[src/rtl/pipe_hazard_ctrl.sv]
// pipe_hazard_ctrl: 5-stage pipeline sequencer (load-use, redirect, data-memory wait, timeout watchdog).
// Latency: control outputs are combinational from state and inputs; mem_err and counters are registered.
// Backpressure: dmem_ready low freezes the pipeline; optional counters built with PIPE_CTRL_PERF_EN.
module pipe_hazard_ctrl #(
  parameter int MEM_TIMEOUT = 16,
  parameter int CNT_W       = 32
) (
  input  logic             clk,
  input  logic             rst,
  input  logic [4:0]       id_rs,
  input  logic [4:0]       id_rt,
  input  logic             id_uses_rt,
  input  logic             ex_memread,
  input  logic [4:0]       ex_rt,
  input  logic             mem_branch,
  input  logic             mem_zero,
  input  logic             mem_jump,
  input  logic             mem_memread,
  input  logic             mem_memwrite,
  input  logic             dmem_ready,
  output logic             dmem_req,
  output logic             pc_write,
  output logic             ifid_write,
  output logic             ifid_flush,
  output logic             idex_flush,
  output logic             exmem_flush,
  output logic             pipe_hold,
  output logic [1:0]       pc_sel,
  output logic             mem_err,
  output logic [CNT_W-1:0] stall_cnt,
  output logic [CNT_W-1:0] flush_cnt
);

  typedef enum logic {RUN = 1'b0, MEM_WAIT = 1'b1} state_t;

  state_t     state_q, state_d;
  logic [7:0] wait_cnt_q, wait_cnt_d;
  logic       mem_err_q, mem_err_d;
  logic       br_taken, load_use, redirect;

  // Raw hazard terms; register 0 never carries a real dependency
  always_comb begin
    br_taken = mem_branch & mem_zero;
    load_use = ex_memread && (ex_rt != 5'd0) &&
               ((ex_rt == id_rs) || (id_uses_rt && (ex_rt == id_rt)));
  end

  // Next state and control outputs; memory stall outranks redirect, which outranks load-use.
  // wait_cnt counts held MEM_WAIT cycles, so a timeout holds request + MEM_TIMEOUT cycles.
  always_comb begin
    state_d     = state_q;
    wait_cnt_d  = wait_cnt_q;
    mem_err_d   = mem_err_q;
    dmem_req    = 1'b0;
    pc_write    = 1'b1;
    ifid_write  = 1'b1;
    ifid_flush  = 1'b0;
    idex_flush  = 1'b0;
    exmem_flush = 1'b0;
    pipe_hold   = 1'b0;
    pc_sel      = 2'b00;
    redirect    = 1'b0;
    if (rst) begin
      state_d    = RUN;
      wait_cnt_d = 8'd0;
      mem_err_d  = 1'b0;
      pc_write   = 1'b0;
      ifid_write = 1'b0;
    end else begin
      if (state_q == RUN) begin
        if (mem_memread | mem_memwrite) begin
          dmem_req = 1'b1;
          if (!dmem_ready) begin
            pipe_hold  = 1'b1;
            state_d    = MEM_WAIT;
            wait_cnt_d = 8'd0;
          end
        end
      end else begin
        dmem_req = 1'b1;
        if (dmem_ready) begin
          state_d = RUN;
        end else if (wait_cnt_q == 8'(MEM_TIMEOUT)) begin
          state_d   = RUN;
          mem_err_d = 1'b1;
        end else begin
          pipe_hold  = 1'b1;
          wait_cnt_d = wait_cnt_q + 8'd1;
        end
      end

      if (pipe_hold) begin
        pc_write   = 1'b0;
        ifid_write = 1'b0;
      end else if (mem_jump | br_taken) begin
        redirect    = 1'b1;
        pc_sel      = mem_jump ? 2'b10 : 2'b01;
        ifid_flush  = 1'b1;
        idex_flush  = 1'b1;
        exmem_flush = 1'b1;
      end else if (load_use) begin
        pc_write   = 1'b0;
        ifid_write = 1'b0;
        idex_flush = 1'b1;
      end
    end
  end

  // State, wait counter and sticky error register
  always_ff @(posedge clk) begin
    if (rst) begin
      state_q    <= RUN;
      wait_cnt_q <= 8'd0;
      mem_err_q  <= 1'b0;
    end else begin
      state_q    <= state_d;
      wait_cnt_q <= wait_cnt_d;
      mem_err_q  <= mem_err_d;
    end
  end

  assign mem_err = mem_err_q;

`ifdef PIPE_CTRL_PERF_EN
  logic [CNT_W-1:0] stall_cnt_q, stall_cnt_d, flush_cnt_q, flush_cnt_d;

  // Saturating stall / redirect counters
  always_comb begin
    stall_cnt_d = stall_cnt_q;
    flush_cnt_d = flush_cnt_q;
    if (!pc_write && (stall_cnt_q != {CNT_W{1'b1}}))
      stall_cnt_d = stall_cnt_q + CNT_W'(1);
    if (redirect && (flush_cnt_q != {CNT_W{1'b1}}))
      flush_cnt_d = flush_cnt_q + CNT_W'(1);
  end

  // Counter registers
  always_ff @(posedge clk) begin
    if (rst) begin
      stall_cnt_q <= '0;
      flush_cnt_q <= '0;
    end else begin
      stall_cnt_q <= stall_cnt_d;
      flush_cnt_q <= flush_cnt_d;
    end
  end

  assign stall_cnt = stall_cnt_q;
  assign flush_cnt = flush_cnt_q;
`else
  assign stall_cnt = '0;
  assign flush_cnt = '0;
`endif

endmodule

[config.mk]
export PLATFORM = sky130hd
export DESIGN_NAME = pipe_hazard_ctrl
export DESIGN_NICKNAME = d
export VERILOG_FILES = /design/src/rtl/pipe_hazard_ctrl.sv
export SDC_FILE = /design/constraint.sdc
export NUM_CORES = 1
export LEC_CHECK = 0
export CAP_MARGIN = 20
export CELL_PAD_IN_SITES_DETAIL_PLACEMENT = 1
export CELL_PAD_IN_SITES_GLOBAL_PLACEMENT = 1
export CORE_ASPECT_RATIO = 0.5
export CORE_MARGIN = 2
export CORE_UTILIZATION = 24
export DETAILED_ROUTE_END_ITERATION = 12
export PLACE_DENSITY = 0.95
export SLEW_MARGIN = 40
export SYNTH_ARGS = -nofsm -noshare
export SYNTH_HDL_FRONTEND = slang
export SYNTH_SLANG_ARGS = --single-unit
[constraint.sdc]
create_clock -name clk -period 4.55 [get_ports clk]
set_input_delay 0.91 -clock clk [delete_from_list [all_inputs] [get_ports clk]]
set_output_delay 0.91 -clock clk [all_outputs]
set_load 0.05 [all_outputs]
# Yosys cells after proc, flatten, opt, wreduce, memory -nomap -nowiden
# Cells that the tools add are included.
# Widths: inputs -> output; s select.
[word_totals] register_bits=10 inputBits=25 output_inout_bits=74 wordCells=52
[op_classes] add_sub_neg=1 eq_ne=6 n_mux=30 bitwise=4 reduce_logical=8
[ops] op="$mux 8" n=5
[ops] op="$mux 1" n=21
[ops] op="$eq 5x5->1" n=2
[ops] op="$add 8x1->8 const B" n=1
[ops] op="$eq 8x5->1 const B" n=1
[ops] op="$mux 2" n=4
[ops] op="$ne 2x2->1 const B" n=3
[ops] op="$reduce_bool 5->1" n=1
[ops] op="$reduce_and 4->1" n=1
[ops] op="$logic_and 1x1->1" n=3
[ops] op="$reduce_and 3->1" n=1
[ops] op="$or 1x1->1" n=2
[ops] op="$reduce_bool 2->1" n=1
[ops] op="$and 1x1->1" n=1
[ops] op="$logic_or 1x1->1" n=1
[ops] op="$not 1->1" n=1

# Longest topological paths before layout
[logic_depth] ltp_word=8 mapped_depth=8 depth_no_buf=6

# Least setup slack after synthesis
# OpenSTA, ideal clock, no wires.
[synth_path] path_type="input -> output" startpoint="input ex_rt[1]" endpoint="output pc_write" arrival_ns=2.820 required_time_ns=3.640 setup_slack_ns=0.820 cell_stages=4 n_path_buf=1 cell_sequence="or4_1 > o21a_1 > a31oi_1 > buf_4"
[synth_via] elab_chain_len=8 elab_cells_between_ends=11 classes_between="eq/ne: 2; mux: 4; reduce/logical: 5"
[synth_lines] element="start, declared" line="14" text="input logic [4:0] ex_rt,"
[synth_lines] element="$eq 5x5->1" line="45" text="((ex_rt == id_rs) || (id_uses_rt && (ex_rt == id_rt)));"
[synth_lines] element="$logic_and 1x1->1" line="45"
[synth_lines] element="$logic_or 1x1->1" line="45"
[synth_lines] element="$logic_and 1x1->1 *" line="44" text="load_use = ex_memread && (ex_rt != 5'd0) &&"
[synth_lines] element="$mux 1 * (4 in series)"
[synth_lines] element="end, declared" line="22" text="output logic pc_write,"
# Every way passes the cells marked *; elsewhere a longest branch is shown, timed or not.

# Final worst setup path
[layout_path] startpoint="input ex_rt[1]" endpoint="output pc_write"
[layout_via] elab_chain_len=8 elab_cells_between_ends=11 classes_between="eq/ne: 2; mux: 4; reduce/logical: 5"
[layout_lines] element="$eq 5x5->1" line="45"
[layout_lines] element="$logic_and 1x1->1" line="45"
[layout_lines] element="$logic_or 1x1->1" line="45"
[layout_lines] element="$logic_and 1x1->1 *" line="44"
[layout_lines] element="$mux 1 *" line="101" text="end else if (load_use) begin"
[layout_lines] element="$mux 1 *" line="95" text="end else if (mem_jump | br_taken) begin"
[layout_lines] element="$mux 1 *" line="92" text="if (pipe_hold) begin"
[layout_lines] element="$mux 1 *" line="63" text="if (rst) begin"
# Marked as above.

==> metrics.txt <==
RSZ-0062 raised after global routing=no; initial antenna violation count=0; fin nets=between 200 and 250; Clk Latency, worst-skew pair=between 0.2 and 0.25 ns; Setup WS pre-CTS=around 0.44 ns; CTS Hold Bufs=0; vias in the first global route=between 900 and 1,000; layout cells sized above 1=under 10%; Total Wirelength=2740 um; full die area=5850 sq um; Max Clock Freq=between 0.2 and 0.25 GHz; Slew headroom=between 60 and 70%; WS Path Type=in2out; Post-synth ARST share=0%; sw frac=approximately half; htree depth=1; yosys warns=0; commonest non-fill, non-tap cell in the layout=conb_1; final setup margin=between 0.4 and 0.5 ns; outcome=finished, final reports clean; RD Place Congestion=~0.80; 1st-iter DRT viols=35; count of final hold-check violations=0; vias post-DR=between 900 and 1,000; Setup Viol. Count Final=0; R2R Setup Slk=2.81 ns; Clock Tree Buf Depth=2; Max Slew Vio Count=0; Switch Pwr=roughly 200 uW; slew of the pin with the lowest slew margin=between 0.5 and 0.6 ns; GR Util All Layers=a little under a tenth; IO Count=between 90 and 100; Most used DFF post-synth=dfxtp_1; Worst setup EP type=primary output; Worst Hold Slack=0.467 ns; CTS tree=yes; detailed-route DRC error count=0; fin crit share=approximately nine tenths; IO Port Bufs=34; Hold Crit Class=reg2reg; ANT cells=0; Num CTS Buffers=3; PwrDens=between 200 and 300 nW/um^2; worst-path fanout max=3; TritonRoute pass-1 iters=4; post-CTS sizing=0; syn avg cell area=just under 8 sq um; WL/cell=roughly 10 um; Worst-path clk slew=0.05 ns; worst path arrival time=3.18 ns; number of flops mapped to enable cells by yosys=0; worst vdd ir=~74 uV; Die X=106 um; Req. time, crit path=3.64 ns; Overflow after GRT=0; CTS Sinks=10; Final min period=about 4 ns; register area share after synthesis=16.0%; Mapped Cells=160; postcts setup bufs=0; Flop pwr share=between 20 and 25%; Initial Utilization=25.2%; most used cells in the layout excluding fill and tap cells=conb_1 (64), clkdlybuf4s50_1 (34), xnor2_1 (10), dfxtp_1 (10); internal power=around 200 uW; # rows=18; leakage=~0.62 nW; max-cap violations=0; Post-DRT Antenna Nets=0; global-route wire length before repair=4210 um; Critical Path Source Type=primary input; Distinct cells, synth=39; Syn Std Cell Area=1250 sq um; Synth Register Bits=10; Clk pwr share=between 20% and 30%; fill cell count=approximately 630; vias per cell=between 3 and 4; Synth-to-Final Area Change=18.1%; Root Buffer=clkbuf_8; Gate power share=a little under 50%; Die Y=55.1 um; pin count of the biggest net entering global routing=13; hpwl dp=between 2000 and 2500 um; skew final=0.00270 ns; Final Util=about 30%; Setup TNS=0 ns; CORE AREA=approximately 5000 sq um
==> layer usage <==
metal | part of all wire [%] | up-vias | global-route usage, %
li1 | - | 475 | -
met1 | 37 | 452 | 9.89
met3 | 7.7 | 4 | 1.41
met5 | 0 | - | 0
met4 | 1.6 | 0 | 6.58
met2 | 54 | 53 | 18.2
==> sequential cells by signal, summed over array words and instances, names as in the netlist <==
| signal | cells |
|---|---|
| mem_err | 1 |
| state_q | 1 |
| wait_cnt_q | 8 |
==> logic make-up after synthesis <==
kind of cell	count (synthesis)	synth area share, %
buffers and inverters	73	42.4
AO/OA/AOI/OAI	25	12.7
AND/OR/NAND/NOR	38	18.9
flip-flops	10	16.0
adder cells (fa/ha/maj)	2	2.00
XOR/XNOR	10	6.99
other	1	0.299
multiplexers	1	0.799
==> cell type report <==
| class | instances | area [sq um] | share of cell area, % |
|---|---|---|---|
| tap | 70 | 87.6 | 5.92 |
| sequential | 10 | 200 | 13.5 |
| inverter | 4 | 15.0 | 1.02 |
| clock buffer | 4 | 55.1 | 3.72 |
| timing repair buffer | 37 | 363 | 24.5 |
| multi-input combinational | 140 | 758 | 51.3 |
==> Yosys cell counts, drive strengths merged, types with 2 or more instances <==
cell    count  area share [%]
ha          2             2.0
xnor2      10             7.0
nand2       7             2.1
o21ai       5             2.0
a211oi      2             1.6
nand2b      2             1.2
nand4       2             1.0
nor3        3             1.6
nand3       5             2.0
and2        2             1.0
dfxtp      10              16
buf        68              41
nor2        9             2.7
a21oi       9             3.6
a31oi       2             1.0
inv         4             1.2
o21a        2             1.2
==> per-stage QoR <==
step,power [mW],instances,cell area (sq um)
after floorplan,0.293,223,1490
after global placement,0.286,261,1420
after detailed placement,0.289,261,1420
after CTS,0.405,265,1480
after global routing,0.421,265,1480
final,0.402,265,1480
==> worst max-delay path, cell delays in order <==
cell	delay (ns)
clkdlybuf4s50_1	0.46
or4_1	0.54
o21a_1	0.21
a31oi_1	0.21
clkdlybuf4s50_1	0.84
==> path summary, 6_finish.rpt <==
path         cells after the start             to           from
max                              5       pc_write       ex_rt[1]
min                              2        mem_err        mem_err
max reg2reg                      6  wait_cnt_q[6]  wait_cnt_q[0]
min reg2reg                      2        mem_err        mem_err
==> power by group through the flow <==
stage	Clock (mW)	Sequential [mW]	Combinational [mW]
2_1_floorplan	0	0.0908	0.202
3_3_place_gp	0	0.0921	0.194
3_5_place_dp	0	0.0922	0.197
4_1_cts	0.118	0.0903	0.197
5_1_grt	0.123	0.0906	0.207
6_report	0.114	0.0904	0.197
(Power assumes the default switching activity.)
==> RTL edit: new RTL, config.mk and constraints unchanged <==
The parameter `CNT_W` goes from 32 to 40.
--- a/src/rtl/pipe_hazard_ctrl.sv
+++ b/src/rtl/pipe_hazard_ctrl.sv
@@ -5,3 +5,3 @@
   parameter int MEM_TIMEOUT = 16,
-  parameter int CNT_W       = 32
+  parameter int CNT_W       = 40
 ) (
Ports: changed (resized flush_cnt and stall_cnt); port bits go from 99 to 115. The function was not compared with the original's and may differ.
==> RTL edit against the original RTL <==
  * Core utilization decreased by 1.3 points
  * Power rose by 17%
  * Maximum frequency fell by 1.2%
  * Sequential cell count unchanged
  * Clock power rose by 35%
  * Wire length rose by 9.3%
  * Synthesized area grew 9.6%
  * Final area grew 5.7%
  * Critical path type unchanged
  * Register-to-register slack worse by 0.04 ns
  * Setup slack worse by 0.051 ns
==> RTL edit: results (changes against the original RTL) <==
- Largest net degree at the start of global routing: 12 (-1)
- M1 GR Usage: 10.2% (+0.30 points)
- Switching share of total power: 48.3% (-0.49 points)
- Filler cell count: 703 (+12%)
- Outcome: complete, no violations
- Post-synthesis mux area share: 0.729% (-0.070 points)
- Share of cells above drive strength 1: 5.24% (-0.92 points)
- GR Util met2: 16.7% (-1.5 points)
- Sequential Power Share: 19.2% (-3.3 points)
- Clk_skew: 0.000859 ns (-0.00184 ns)
- Post-synthesis compound-gate area fraction: 11.6% (-1.1 points)
- Worst EP arrival: 3.23 ns (+0.05 ns)
- DP Wirelength: 2480 um (+3.2%)
- Critical Path Sink: ifid_write
- Clk pwr share: 32.6% (+4.2 points)
- Reg2reg end: wait_cnt_q[2]
- Wire length on met2: 1540 um (+4.6%)
- R2r setup slk: 2.77 ns (-0.04 ns)
- Sequential share of the synthesized area: 14.6% (-1.4 points)
- Global Route met3 Usage: 3.29% (+1.9 points)
- First-pass GRT wire length: 4730 um (+12%)
- P_leak: 0.680 nW (+9.7%)
- Synth top area cells: buf_4 (45%), dfxtp_1 (15%), xnor2_1 (6.4%), a21oi_1 (3.3%), nor2_1 (2.5%)
- Iter 0 DRT Violations: 38 (+8.6%)
- Layout Nets: 239 (+7.2%)
- Area after DPL: 1490 um2 (+4.5%)
- Max rail drop VDD: 186 uV (+150%)
- Synth cell count leaders: buf_4 (82), dfxtp_1 (10), xnor2_1 (10)
## RTL edit: cell count changes after synthesis, sizes merged
cell and change:
buf +16
## RTL edit: metrics by stage
step / total power (W) / setup slack, ns / std cells / hold WS, ns
3_3_place_gp: 0.000315 / 0.461 / 280 / 0.455
6_report: 0.000471 / 0.412 / 283 / 0.467
4_1_cts: 0.000473 / 0.385 / 283 / 0.479
2_1_floorplan: 0.000333 / 0.820 / 255 / 0.462
5_1_grt: 0.000488 / 0.291 / 283 / 0.523
3_5_place_dp: 0.000317 / 0.390 / 280 / 0.469
## RTL edit: worst min-delay path, cell delays in order (launching register included)
cell and delay [ns]:
dfxtp_1 0.32, a31oi_1 0.04, nor2_1 0.07
## RTL edit: final cells by class
type / count / area [um2] / share of cell area, %
multi-input combinational: 156 / 818 / 52.4
clock buffer: 3 / 75.1 / 4.80
inverter: 4 / 15.0 / 0.961
tap: 73 / 91.3 / 5.84
sequential: 10 / 200 / 12.8
timing repair buffer: 37 / 363 / 23.2
